`src/rtl/chrono_pkg.sv`:
```
`default_nettype none
// ============================================================================
// Module      : chrono_pkg
// Description : Shared types and helpers for the lap chronometer.
// Revision    : 1.0 - initial release
// ============================================================================
package chrono_pkg;

    localparam int c_default_tick_div = 5000000;

    typedef enum logic [1:0] {
        M_IDLE = 2'd0,
        M_WR   = 2'd1,
        M_RD   = 2'd2
    } mem_state_e;

    // One packed-BCD digit step; returns {carry_out, digit_out}.
    function automatic logic [4:0] bcd_digit_inc(input logic [3:0] digit, input logic carry_in);
        logic [4:0] res;
        res = {1'b0, digit};
        if (carry_in) begin
            if (digit >= 4'd9) begin
                res = {1'b1, 4'd0};
            end else begin
                res = {1'b0, digit + 4'd1};
            end
        end
        return res;
    endfunction

endpackage
`default_nettype wire

```
`src/rtl/chrono_prescaler.sv`:
```
`default_nettype none
// ============================================================================
// Module      : chrono_prescaler
// Description : Divides clk down to a one-cycle count tick every TICK_DIV
//               enabled cycles; holds its phase while disabled.
// Revision    : 1.0 - initial release
// ============================================================================
module chrono_prescaler
    import chrono_pkg::*;
#(
    parameter int TICK_DIV = c_default_tick_div
) (
    input  logic clk,
    input  logic rst,
    input  logic enable,
    input  logic clear,
    output logic tick
);

    localparam int              c_cw   = $clog2(TICK_DIV);
    localparam logic [c_cw-1:0] c_term = c_cw'(TICK_DIV - 1);

    logic [c_cw-1:0] r_cnt;

    assign tick = enable && (r_cnt == c_term);

    always_ff @(posedge clk) begin
        if (rst || clear) begin
            r_cnt <= '0;
        end else if (enable) begin
            r_cnt <= tick ? '0 : r_cnt + c_cw'(1);
        end
    end

endmodule
`default_nettype wire

```
`src/rtl/lap_chronometer.sv`:
```
`default_nettype none
// ============================================================================
// Module      : lap_chronometer
// Description : Stopwatch with lap storage/replay through an external word
//               memory. Define CHRONO_BCD_EN for a packed-BCD count.
// Revision    : 1.0 - initial release
// ============================================================================
module lap_chronometer
    import chrono_pkg::*;
#(
    parameter int TICK_DIV  = c_default_tick_div,
    parameter int DATA_SIZE = 16,
    parameter int ADDR_SIZE = 4,
    parameter int LAP_DEPTH = 16
) (
    input  logic                 clk,
    input  logic                 rst,
    input  logic                 start,
    input  logic                 stop,
    input  logic                 restart,
    input  logic                 lap,
    input  logic                 recall,
    output logic [ADDR_SIZE-1:0] wr_addr,
    output logic [DATA_SIZE-1:0] wr_data,
    output logic                 wr_en,
    output logic [ADDR_SIZE-1:0] rd_addr,
    output logic                 rd_en,
    input  logic [DATA_SIZE-1:0] rd_data,
    input  logic                 rd_done,
    output logic                 cs,
    output logic [DATA_SIZE-1:0] value,
    output logic [ADDR_SIZE:0]   lap_count,
    output logic                 running,
    output logic                 busy
);

    localparam logic [ADDR_SIZE-1:0] c_last_slot = ADDR_SIZE'(LAP_DEPTH - 1);
    localparam logic [ADDR_SIZE:0]   c_depth     = (ADDR_SIZE + 1)'(LAP_DEPTH);

    logic                 r_running;
    logic [DATA_SIZE-1:0] r_count;
    logic [DATA_SIZE-1:0] w_count_next;
    logic                 w_run_en;
    logic                 w_tick;

    mem_state_e           r_state;
    logic                 r_wr_en;
    logic                 r_rd_en;
    logic [ADDR_SIZE-1:0] r_wr_addr;
    logic [DATA_SIZE-1:0] r_wr_data;
    logic [ADDR_SIZE-1:0] r_rd_addr;
    logic [ADDR_SIZE-1:0] r_wr_ptr;
    logic [ADDR_SIZE-1:0] r_rd_idx;
    logic [ADDR_SIZE:0]   r_lap_count;
    logic                 r_show_lap;
    logic [DATA_SIZE-1:0] r_lap_reg;

    // A stop pulse freezes the prescaler on its own edge so resume keeps the phase.
    assign w_run_en = r_running & ~stop;

    chrono_prescaler #(
        .TICK_DIV (TICK_DIV)
    ) u_prescaler (
        .clk    (clk),
        .rst    (rst),
        .enable (w_run_en),
        .clear  (restart),
        .tick   (w_tick)
    );

`ifdef CHRONO_BCD_EN
    always_comb begin
        logic       carry;
        logic [4:0] step;
        carry        = 1'b1;
        step         = '0;
        w_count_next = r_count;
        for (int i = 0; i < DATA_SIZE / 4; i++) begin
            step                  = bcd_digit_inc(r_count[i*4 +: 4], carry);
            w_count_next[i*4 +: 4] = step[3:0];
            carry                 = step[4];
        end
    end
`else
    assign w_count_next = r_count + DATA_SIZE'(1);
`endif

    always_ff @(posedge clk) begin
        if (rst || restart) begin
            r_running <= 1'b0;
            r_count   <= '0;
        end else begin
            if (stop) begin
                r_running <= 1'b0;
            end else if (start) begin
                r_running <= 1'b1;
            end
            if (w_tick) begin
                r_count <= w_count_next;
            end
        end
    end

    always_ff @(posedge clk) begin
        if (rst || restart) begin
            r_state     <= M_IDLE;
            r_wr_en     <= 1'b0;
            r_rd_en     <= 1'b0;
            r_wr_addr   <= '0;
            r_wr_data   <= '0;
            r_rd_addr   <= '0;
            r_wr_ptr    <= '0;
            r_rd_idx    <= '0;
            r_lap_count <= '0;
            r_show_lap  <= 1'b0;
            r_lap_reg   <= '0;
        end else begin
            if (start) begin
                r_show_lap <= 1'b0;
            end
            case (r_state)
                M_IDLE: begin
                    if (lap) begin
                        r_wr_en   <= 1'b1;
                        r_wr_addr <= r_wr_ptr;
                        r_wr_data <= r_count;
                        r_state   <= M_WR;
                    end else if (recall && (r_lap_count != '0)) begin
                        r_rd_en   <= 1'b1;
                        r_rd_addr <= r_rd_idx;
                        r_state   <= M_RD;
                    end
                end
                M_WR: begin
                    r_wr_en  <= 1'b0;
                    r_wr_ptr <= (r_wr_ptr == c_last_slot) ? '0 : r_wr_ptr + ADDR_SIZE'(1);
                    if (r_lap_count != c_depth) begin
                        r_lap_count <= r_lap_count + (ADDR_SIZE + 1)'(1);
                    end
                    r_state <= M_IDLE;
                end
                M_RD: begin
                    if (rd_done) begin
                        r_rd_en    <= 1'b0;
                        r_lap_reg  <= rd_data;
                        r_show_lap <= 1'b1;
                        // Replay wraps over the laps actually stored, not the full depth.
                        r_rd_idx   <= (({1'b0, r_rd_idx} + (ADDR_SIZE + 1)'(1)) == r_lap_count)
                                      ? '0 : r_rd_idx + ADDR_SIZE'(1);
                        r_state    <= M_IDLE;
                    end
                end
                default: begin
                    r_wr_en <= 1'b0;
                    r_rd_en <= 1'b0;
                    r_state <= M_IDLE;
                end
            endcase
        end
    end

    assign wr_addr   = r_wr_addr;
    assign wr_data   = r_wr_data;
    assign wr_en     = r_wr_en;
    assign rd_addr   = r_rd_addr;
    assign rd_en     = r_rd_en;
    assign cs        = r_wr_en | r_rd_en;
    assign value     = r_show_lap ? r_lap_reg : r_count;
    assign lap_count = r_lap_count;
    assign running   = r_running;
    assign busy      = (r_state != M_IDLE);

endmodule
`default_nettype wire

```
`config.mk`:
```
export PLATFORM = sky130hd
export DESIGN_NAME = lap_chronometer
export DESIGN_NICKNAME = d
export VERILOG_FILES = /design/src/rtl/chrono_pkg.sv /design/src/rtl/chrono_prescaler.sv /design/src/rtl/lap_chronometer.sv
export SDC_FILE = /design/constraint.sdc
export NUM_CORES = 1
export LEC_CHECK = 0
export CORE_ASPECT_RATIO = 1.1
export CORE_MARGIN = 10
export CORE_UTILIZATION = 45
export CTS_CLUSTER_DIAMETER = 200
export CTS_CLUSTER_SIZE = 16
export DETAILED_ROUTE_END_ITERATION = 16
export GPL_TIMING_DRIVEN = 1
export HOLD_SLACK_MARGIN = 0.15
export PLACE_DENSITY = 0.78
export SLEW_MARGIN = 20
export SYNTH_ARGS = -nofsm -noshare
export SYNTH_HDL_FRONTEND = slang
export SYNTH_HIERARCHICAL = 1
export SYNTH_SLANG_ARGS = --single-unit
```
`constraint.sdc`:
```
create_clock -name clk -period 2.8 [get_ports clk]
set_input_delay 0.42 -clock clk [delete_from_list [all_inputs] [get_ports clk]]
set_output_delay 0.42 -clock clk [all_outputs]
set_load 0.005 [all_outputs]
```
==> Word-level counts from Yosys, hierarchy flattened <==
Cells that the tools add are included.
{ "totals": {"output_inout_bits": 50, "input_bits": 24, "register_bits": 98} }
{ "op_classes": {"n_mux": 17, "eq_ne": 11, "n_reduce_logical": 14, "add_sub_neg": 6, "n_bitwise": 6} }
{ "ops": {"columns": ["op", "n"], "rows": [
  ["23-bit by 1-bit adder with 23-bit output (second input constant)", 1],
  ["23-bit equality test (second input constant)", 1],
  ["23-bit 2-to-1 mux", 1],
  ["16-bit by 1-bit adder with 16-bit output (second input constant)", 1],
  ["16-bit 2-to-1 mux", 1],
  ["2-bit AND reduction", 5],
  ["4-bit by 1-bit adder with 4-bit output (second input constant)", 2],
  ["4-bit 2-to-1 mux", 2],
  ["2-bit inequality test (second input constant)", 4],
  ["1-bit 2-to-1 mux", 7],
  ["2-bit 2-to-1 mux", 3],
  ["4-bit by 1-bit adder with 5-bit output (second input constant)", 1],
  ["5-bit by 1-bit adder with 5-bit output (second input constant)", 1],
  ["5-bit equality test", 1],
  ["5-bit inequality test (second input constant)", 1],
  ["5-bit nonzero test", 1],
  ["4-bit equality test (second input constant)", 1],
  ["1-bit inverter", 4],
  ["2-bit case mux with 2 select lines", 1],
  ["4-bit AND reduction", 1],
  ["3-bit inequality test (second input constant)", 1],
  ["1-bit case mux with 3 select lines", 1],
  ["3-bit AND reduction", 1],
  ["2-bit by 1-bit equality test with 1-bit output (second input constant)", 1],
  ["other kinds (9)", 10]
]} }

==> Depth between registers and ports, before layout <==
Gate-level depths: netlist (run 1).
{ "logic_depth": {"word_depth": 5, "depth_mapped": 10} }

==> Hierarchy <==
The synthesis (run 1) kept the hierarchy.
{ "by_module_without_submodules": {"columns": ["mod", "seq_area_each_um2", "n_inst", "cells_each", "area_per_inst_um2"], "rows": [
  ["lap_chronometer", 1501.4, 1, 381, 3190.6],
  ["chrono_prescaler", 460.4, 1, 126, 1141.1]
]} }

==> Worst setup path before layout (run 1) <==
No wires, ideal clock.
{ "synth_path": {"kind": "input to register", "start": "in stop", "end": "reg r_count[15]", "setup_slack_ns": 0.195, "n_path_buf": 1, "path_stages": 10, "arrival_ns": 2.477, "path_cell_list": "nor2b_1 -> nand3_1 -> or4_4 -> nor2_1 -> buf_2 -> nand3_1 -> nor4_2 -> nand4_1 -> xor2_1 -> nor2_1"} }
{ "synth_between": {"elab_chain_cells": 3} }
{ "synth_rtl": {"columns": ["item", "line_no", "source"], "rows": [
  ["from (decl)", "lap_chronometer.sv:19", "input logic stop,"],
  ["1-bit inverter", "lap_chronometer.sv:59", "assign w_run_en = r_running & ~stop;"],
  ["1-bit AND", "lap_chronometer.sv:59", null],
  ["1-bit logical AND", "chrono_prescaler.sv:25", "assign tick = enable && (r_cnt == c_term);"],
  ["via w_tick", "lap_chronometer.sv:44", "logic w_tick;"],
  ["to (signal assigned)", "lap_chronometer.sv:99", "r_count <= w_count_next;"],
  ["to (decl)", "lap_chronometer.sv:41", "logic [DATA_SIZE-1:0] r_count;"]
]} }
The timed path passes the listed nets, and every way through them passes these cells.
A chain may end at the register's enable or synchronous reset.

==> Worst setup path after layout (run 1) <==
{ "layout_path": {"start": "reg r_show_lap", "end": "out value[13]"} }
{ "layout_between": {"elab_chain_cells": 1} }
{ "layout_rtl": {"columns": ["item", "line_no", "source"], "rows": [
  ["from (decl)", "lap_chronometer.sv:55", "logic r_show_lap;"],
  ["from (signal assigned)", "lap_chronometer.sv:115", "r_show_lap <= 1'b0;"],
  ["from (signal assigned)", "lap_chronometer.sv:119", "r_show_lap <= 1'b0;"],
  ["from (signal assigned)", "lap_chronometer.sv:146", "r_show_lap <= 1'b1;"],
  ["16-bit 2-to-1 mux", "lap_chronometer.sv:168", "assign value = r_show_lap ? r_lap_reg : r_count;"],
  ["to (decl)", "lap_chronometer.sv:31", "output logic [DATA_SIZE-1:0] value,"]
]} }
Every way passes these cells.

==> results of run 1 <==
## kinds of logic after synthesis
logic type	Yosys count
XOR/XNOR	34
adder cells (fa/ha/maj)	6
flip-flops	98
multiplexers	21
AND/OR/NAND/NOR	228
AO/OA/AOI/OAI	86
buffers and inverters	34
## power by group through the flow
stage / Sequential [mW] / Clock (mW) / Combinational, mW
4_1_cts: 1.40 / 1.00 / 0.101
3_5_place_dp: 1.43 / 0 / 0.100
5_1_grt: 1.40 / 1.06 / 0.109
3_3_place_gp: 1.43 / 0 / 0.0981
6_report: 1.40 / 0.994 / 0.101
2_1_floorplan: 1.43 / 0 / 0.0468
## final cells by class
cell class | instances | share of cell area (%)
well taps | 117 | 2.682
flip-flops and latches | 98 | 35.95
repair buffers | 89 | 16.05
clock inverters | 3 | 0.8253
clock buffers | 13 | 3.278
inverters | 10 | 0.6878
multi-input cells | 375 | 40.53
## stage by stage
stage | std cells | hold WS, ps | power (mW) | setup TNS, ps
finish | 705 | 457.9 | 2.493 | 0
global route | 705 | 477.2 | 2.568 | 0
CTS | 705 | 456.3 | 2.505 | 0
detailed placement | 689 | 443.2 | 1.532 | -133.4
global placement | 689 | 439.3 | 1.530 | -45.10
floorplan | 507 | 432.9 | 1.478 | 0
## Yosys cell counts, types with 6 or more instances
library cell | count | share of area, %
sky130_fd_sc_hd__mux2_2 | 15 | 3.9
sky130_fd_sc_hd__nand2b_1 | 7 | 1.0
sky130_fd_sc_hd__nand2_1 | 100 | 8.7
sky130_fd_sc_hd__inv_1 | 10 | 0.87
sky130_fd_sc_hd__mux2i_1 | 6 | 1.4
sky130_fd_sc_hd__ha_1 | 6 | 1.7
sky130_fd_sc_hd__or3_1 | 9 | 1.3
sky130_fd_sc_hd__o21ai_0 | 12 | 1.4
sky130_fd_sc_hd__nor2_1 | 47 | 4.1
sky130_fd_sc_hd__xor2_1 | 18 | 3.6
sky130_fd_sc_hd__a21oi_1 | 56 | 6.5
sky130_fd_sc_hd__nand3_1 | 12 | 1.4
sky130_fd_sc_hd__dfxtp_1 | 98 | 45
sky130_fd_sc_hd__buf_2 | 6 | 0.69
sky130_fd_sc_hd__xnor2_1 | 16 | 3.2
sky130_fd_sc_hd__nand4_1 | 13 | 1.9
sky130_fd_sc_hd__clkbuf_1 | 12 | 1.0
## worst min-delay path, cell delays in order (launching register included)
cell and delay [ps]:
sky130_fd_sc_hd__dfxtp_1 320, sky130_fd_sc_hd__nand2_1 50, sky130_fd_sc_hd__a21oi_1 50
## cells in the final DEF (no fill, tap or decap), drive strengths merged, types with 14 or more instances in the layout
cell type	instances
xor2	18
buf	16
dfxtp	98
a21oi	57
nor2	50
clkdlybuf4s50	73
xnor2	16
nand2	100
nand4	14
mux2	15
## routing by layer
layer / GRT usage, % / wire [um] / up-vias
met4: 8.492 / 272 / 0
met2: 24.57 / 5082 / 112
met3: 4.409 / 801 / 23
li1: - / - / 1878
met1: 18.69 / 4631 / 1755
met5: 0 / 0 / -
## worst max path at each step
stage                        to                 start  cells after the start
floorplan           r_count[15]                  stop                     10
global placement    r_count[12]                  stop                     11
detailed placement  r_count[14]                  stop                     11
CTS                   value[13]            r_show_lap                      2
global route        r_count[14]  u_prescaler/r_cnt[0]                     10
finish                value[13]            r_show_lap                      2
==> impl_metrics.toml, run 1 <==
[job]
max_cap_viol_count = 0

[yosys]
synth_adder_area_share_pct = 1.733
synth_async_sr_flop_share_pct = 0
yosys.area_share.simple_pct = 25.71
synthesis.nets = 537
yosysSeqAreaShare_pct = 45.29
synthMuxAreaShare_pct = 5.286
yosys_most_used_dff = "sky130_fd_sc_hd__dfxtp_1"
synth-warning-count = 6
synth_edf_count = 0
synth_area_per_cell_sq_um = 8.544
synth_top_family_by_area = "simple AND/OR/NAND/NOR gates"
ys_types = 54
yosys_register_bits = 98
synthXorXnorAreaFrac_pct = 6.875
synth_compound_area_share_pct = 11.47
syn_inst = 507
netlist_area_sq_um = 4332

[sta]
hold_violations = 0
clock-skew-final_ps = 10.82
slew-limit-headroom_pct = 45.41
setup-violations-final = 0
grt_setup_unrepaired = "no"
timing_max_transition_violations_final = 0
worst_pin_slew_ps = 818.8
max_clk_rate_ghz = 0.3964
post-route-worst-setup-slack_ps = 277.3
fin_crit_sh_pct = 90.10
period_needed_ps = 2523

[worst_setup_path]
critical-path-max-stage-delay_ps = 840
r2r_start = "u_prescaler/r_cnt[0]"
criticalPathCategory = "register to primary output"
timing.rr.end = "r_count[14]"
critical_path.cell_chain = "mux2_2 > clkdlybuf4s50_1"
worstSetupStartpointType = "register"
path_delay_family = "flip-flops"
worstPathArrival_ps = 2100
cp.buffers_inverters = 1
reg2reg_setup_slack_ps = 350
critPathCaptureType = "primary output"
crit_path_top_delay_cell = "sky130_fd_sc_hd__dfxtp_1"
critPathRequiredTime_ps = 2380
critical_path_peak_fanout = 19
worstRegToRegCells = 10

[floorplanning]
initial_utilization_pct = 46.09
num_io_pins = 74
die_h_um = 122.9
std_cell_rows = 37
core_sq_um = 9398
dieArea_sq_um = 13950
die_width_um = 113.5

[final_layout]
area_of_combinational_cells_with_multiple_inputs_sq_um = 2212
synthToLayoutAreaGrowth_pct = 26.00
largest_register_ffs = 23
antenna_cells = 0
filler_cell_count = 834
most_flop_heavy_register = "u_prescaler/r_cnt"
fin_nets = 613
post-route-util_pct = 58.07
post-route-cell-area_sq_um = 5458
sequential_cell_area_sq_um = 1962
drive_gt1_share_pct = 10.54

[routing]
wl_um = 10790
detail_route.iter0.violations = 234
detail_route.vias_per_cell = 5.345
drt_pre_antenna_iters = 4
drc = 0
postRouteAntennaNets = 0
via_count = 3768
average_wire_per_cell_in_the_routed_design_um = 15.30

[worst_hold_path]
holdCritStartpoint = "r_lap_reg[11]"
hp-class = "register to register"
worst_hold_endpoint = "r_lap_reg[11]"
min_delay_path_depth = 2

[grt]
grt_pass1_wl_um = 17840
grt_start_max_net_pins = 44
grt_antenna_before_repair = 0
grt_pass1_vias = 3707
global_route.usage.total_pct = 15.51
grt_overflow = 0

[placed_design]
place_ws_ps = -91.41
dp_hpwl_um = 7897
weighted_congestion_at_the_end_of_routability_driven_global_placement = 0.8593
count_of_input_and_output_buffers = 73
place_area_sq_um = 5234

[pwr]
power_density_nw_per_um2 = 456.8
p_leak_nw = 1.771
power.share.sequential_pct = 56.1
power.share.switching_pct = 21.63
intPower_mw = 1.954
net-switching-power_uw = 539.2
power.share.combinational_pct = 4.0
vdd_ir_drop_max_mv = 0.3266
fraction_of_power_consumed_by_the_clock_network_pct = 39.9

[outcome]
outcome = "completed"

[clock_tree]
clk_latency_ps = 370
number_of_clock_buffers_inserted_by_tritoncts = 9
cts-htree-levels = 3
ctsRootBufferMaster = "sky130_fd_sc_hd__clkbuf_8"
cts-resized-gates = 0
ctsHoldBuffers = 0
cts-root-to-sink-buffers = 2
postCtsSetupRepairBufs = 0
numClockSinks = 98
clk_transition_reported_paths_ps = 90
tritoncts_clock_tree = "done"
No activity file was read; power rests on OpenSTA's default activity.
==> inputs of run 2 (changes only) <==
--- a/config.mk
+++ b/config.mk
@@ -14,7 +14,6 @@
 export GPL_TIMING_DRIVEN = 1
 export HOLD_SLACK_MARGIN = 0.15
 export PLACE_DENSITY = 0.78
-export SLEW_MARGIN = 20
 export SYNTH_ARGS = -nofsm -noshare
 export SYNTH_HDL_FRONTEND = slang
 export SYNTH_HIERARCHICAL = 1
==> results of run 2 <==
Same layout as run 1: the final DEF is identical, and so are final timing and power.
==> inputs of run 3 (changes only) <==
--- a/config.mk
+++ b/config.mk
@@ -7,13 +7,13 @@
 export LEC_CHECK = 0
 export CORE_ASPECT_RATIO = 1.1
 export CORE_MARGIN = 10
-export CORE_UTILIZATION = 45
+export CORE_UTILIZATION = 34
 export CTS_CLUSTER_DIAMETER = 200
 export CTS_CLUSTER_SIZE = 16
 export DETAILED_ROUTE_END_ITERATION = 16
 export GPL_TIMING_DRIVEN = 1
 export HOLD_SLACK_MARGIN = 0.15
-export PLACE_DENSITY = 0.78
+export PLACE_DENSITY = 0.63
 export SYNTH_ARGS = -nofsm -noshare
 export SYNTH_HDL_FRONTEND = slang
 export SYNTH_HIERARCHICAL = 1
==> run 3 against run 2 <==
- die area rose by 27%
- clock skew fell by 2.7 ps
- largest cell class unchanged
- clock power rose by 40%
- critical path depth rose by 9
- sequential share of layout area fell by 0.76 points
- highest routed layer unchanged
==> impl_metrics.toml, run 3 (synthesized netlist as in run 1, its figures left out) <==
[pwr]
net-switching-power_uw = 569.3
vdd_ir_drop_max_mv = 0.2472
power.share.sequential_pct = 48.6
power.share.switching_pct = 19.75
p_leak_nw = 1.808
intPower_mw = 2.313
power_density_nw_per_um2 = 516.9
fraction_of_power_consumed_by_the_clock_network_pct = 48.1
power.share.combinational_pct = 3.3

[worst_hold_path]
worst_hold_endpoint = "wr_data[5]"
min_delay_path_depth = 2
hp-class = "register to register"
holdCritStartpoint = "wr_data[5]"

[sta]
hold_violations = 0
period_needed_ps = 2599
setup-violations-final = 0
worst_pin_slew_ps = 866.3
max_clk_rate_ghz = 0.3848
post-route-worst-setup-slack_ps = 201.2
timing_max_transition_violations_final = 0
hold_slack_ps = 454.9
setup_tns_ps = 0
clock-skew-final_ps = 8.079
fin_crit_sh_pct = 92.81
slew-limit-headroom_pct = 42.24
grt_setup_unrepaired = "no"

[outcome]
outcome = "completed"

[clock_tree]
tritoncts_clock_tree = "done"
ctsHoldBuffers = 0
cts-root-to-sink-buffers = 2
numClockSinks = 98
ctsRootBufferMaster = "sky130_fd_sc_hd__clkbuf_16"
clk_latency_ps = 340
number_of_clock_buffers_inserted_by_tritoncts = 9
cts-htree-levels = 3
clk_transition_reported_paths_ps = 70

[placed_design]
weighted_congestion_at_the_end_of_routability_driven_global_placement = 0.8439
place_ws_ps = -261.5
count_of_input_and_output_buffers = 73
dp.cells = 725
dp_hpwl_um = 7764
place_area_sq_um = 5229

[routing]
drt_pre_antenna_iters = 4
via_count = 3738
average_wire_per_cell_in_the_routed_design_um = 14.53
drc = 0
detail_route.vias_per_cell = 5.045
postRouteAntennaNets = 0
detail_route.iter0.violations = 196
wl_um = 10770

[grt]
grt_pass1_wl_um = 17760
grt_overflow = 0
grt_pass1_vias = 3691
grt_start_max_net_pins = 76
grt_antenna_before_repair = 0
global_route.usage.total_pct = 12.02

[floorplanning]
std_cell_rows = 43
core_sq_um = 12540
num_io_pins = 74
initial_utilization_pct = 34.55
die_h_um = 138.4
die_width_um = 127.6
dieArea_sq_um = 17660

[final_layout]
filler_cell_count = 1239
post-route-cell-area_sq_um = 5575
fin_nets = 609
drive_gt1_share_pct = 9.760
antenna_cells = 0
most_common_cell_after_layout_fill_and_taps_aside = "sky130_fd_sc_hd__nand2_1"
synthToLayoutAreaGrowth_pct = 28.71
largest_register_ffs = 23
finish.cell_count_without_fillers = 741
most_flop_heavy_register = "u_prescaler/r_cnt"
mostFrequentLayoutCells = "sky130_fd_sc_hd__nand2_1, sky130_fd_sc_hd__dfxtp_1, sky130_fd_sc_hd__clkdlybuf4s50_1"

[worst_setup_path]
reg2reg_setup_slack_ps = 270
critical_path_peak_fanout = 5
crit_path_start = "stop"
critPathRequiredTime_ps = 3060
worstPathArrival_ps = 2860
r2r_start = "u_prescaler/r_cnt[0]"
worstSetupStartpointType = "input pin"
timing.rr.end = "r_count[14]"
criticalPathCategory = "input pin to register"
critPathCaptureType = "register"
worstRegToRegCells = 10

[job]
max_cap_viol_count = 0
==> run 3: changes by cell type in the layout (fill, tap and decap cells not counted), moves of 2 or more <==
cell	delta
sky130_fd_sc_hd__buf_12	-2
sky130_fd_sc_hd__bufinv_16	+2
sky130_fd_sc_hd__buf_4	-2
sky130_fd_sc_hd__clkbuf_8	-13
sky130_fd_sc_hd__clkbuf_16	+9
sky130_fd_sc_hd__clkbuf_1	+2
==> run 3: cell type report <==
class                      instances  area [sq um]  area share, %
multi-input combinational        375          2223          39.88
clock inverter                     5         102.6          1.840
timing repair buffer              85         820.8          14.72
sequential                        98          1962          35.19
tap                              157         196.4          3.523
clock buffer                      11         232.7          4.174
inverter                          10         37.54         0.6732
==> run 3: timing repair <==
action,in CTS,in global routing
buffers inserted,0,0
setup endpoints to repair,0,3
gates resized for setup,0,2
endpoints found under the hold margin,0,0
==> run 3: worst max-delay path by stage <==
stage	to	slack, ps	depth (start not counted)
6_report	r_count[14]	200	11
5_1_grt	r_count[12]	50	12
4_1_cts	r_count[15]	90	10
3_5_place_dp	r_count[15]	-260	10
3_3_place_gp	r_count[14]	-130	11
2_1_floorplan	r_count[15]	200	10
==> run 3: power by group through the flow <==
stage                     clock network (mW)  logic, mW  registers [mW]
after global routing                    1.46      0.106            1.40
after global placement                     0     0.0967            1.43
after CTS                               1.41     0.0981            1.40
final                                   1.39     0.0963            1.40
after floorplan                            0     0.0468            1.43
after detailed placement                   0     0.0973            1.43
==> run 3: worst max-delay path, stage by stage <==
cell	delay, ps
sky130_fd_sc_hd__clkdlybuf4s50_1	420
sky130_fd_sc_hd__nor2b_1	160
sky130_fd_sc_hd__nand3_1	120
sky130_fd_sc_hd__or4_4	530
sky130_fd_sc_hd__nor2_2	190
sky130_fd_sc_hd__buf_4	170
sky130_fd_sc_hd__nand4_1	110
sky130_fd_sc_hd__nor2_2	160
sky130_fd_sc_hd__nand2_1	100
sky130_fd_sc_hd__or3_1	310
sky130_fd_sc_hd__a21oi_1	170
==> run 3: metal layers <==
metal	track usage, %	part of all wire, %	vias to the layer above
li1	-	-	1876
met1	14.78	45	1771
met2	19.11	47	77
met3	3.250	5.7	14
met4	5.338	2.1	0
met5	0	0	-
==> run 3: metrics by stage <==
stage | util [%] | power [mW]
2_1_floorplan | - | 1.478
3_3_place_gp | 41.71 | 1.528
3_5_place_dp | 41.71 | 1.529
4_1_cts | 44.39 | 2.906
5_1_grt | 44.48 | 2.970
6_report | 44.48 | 2.882
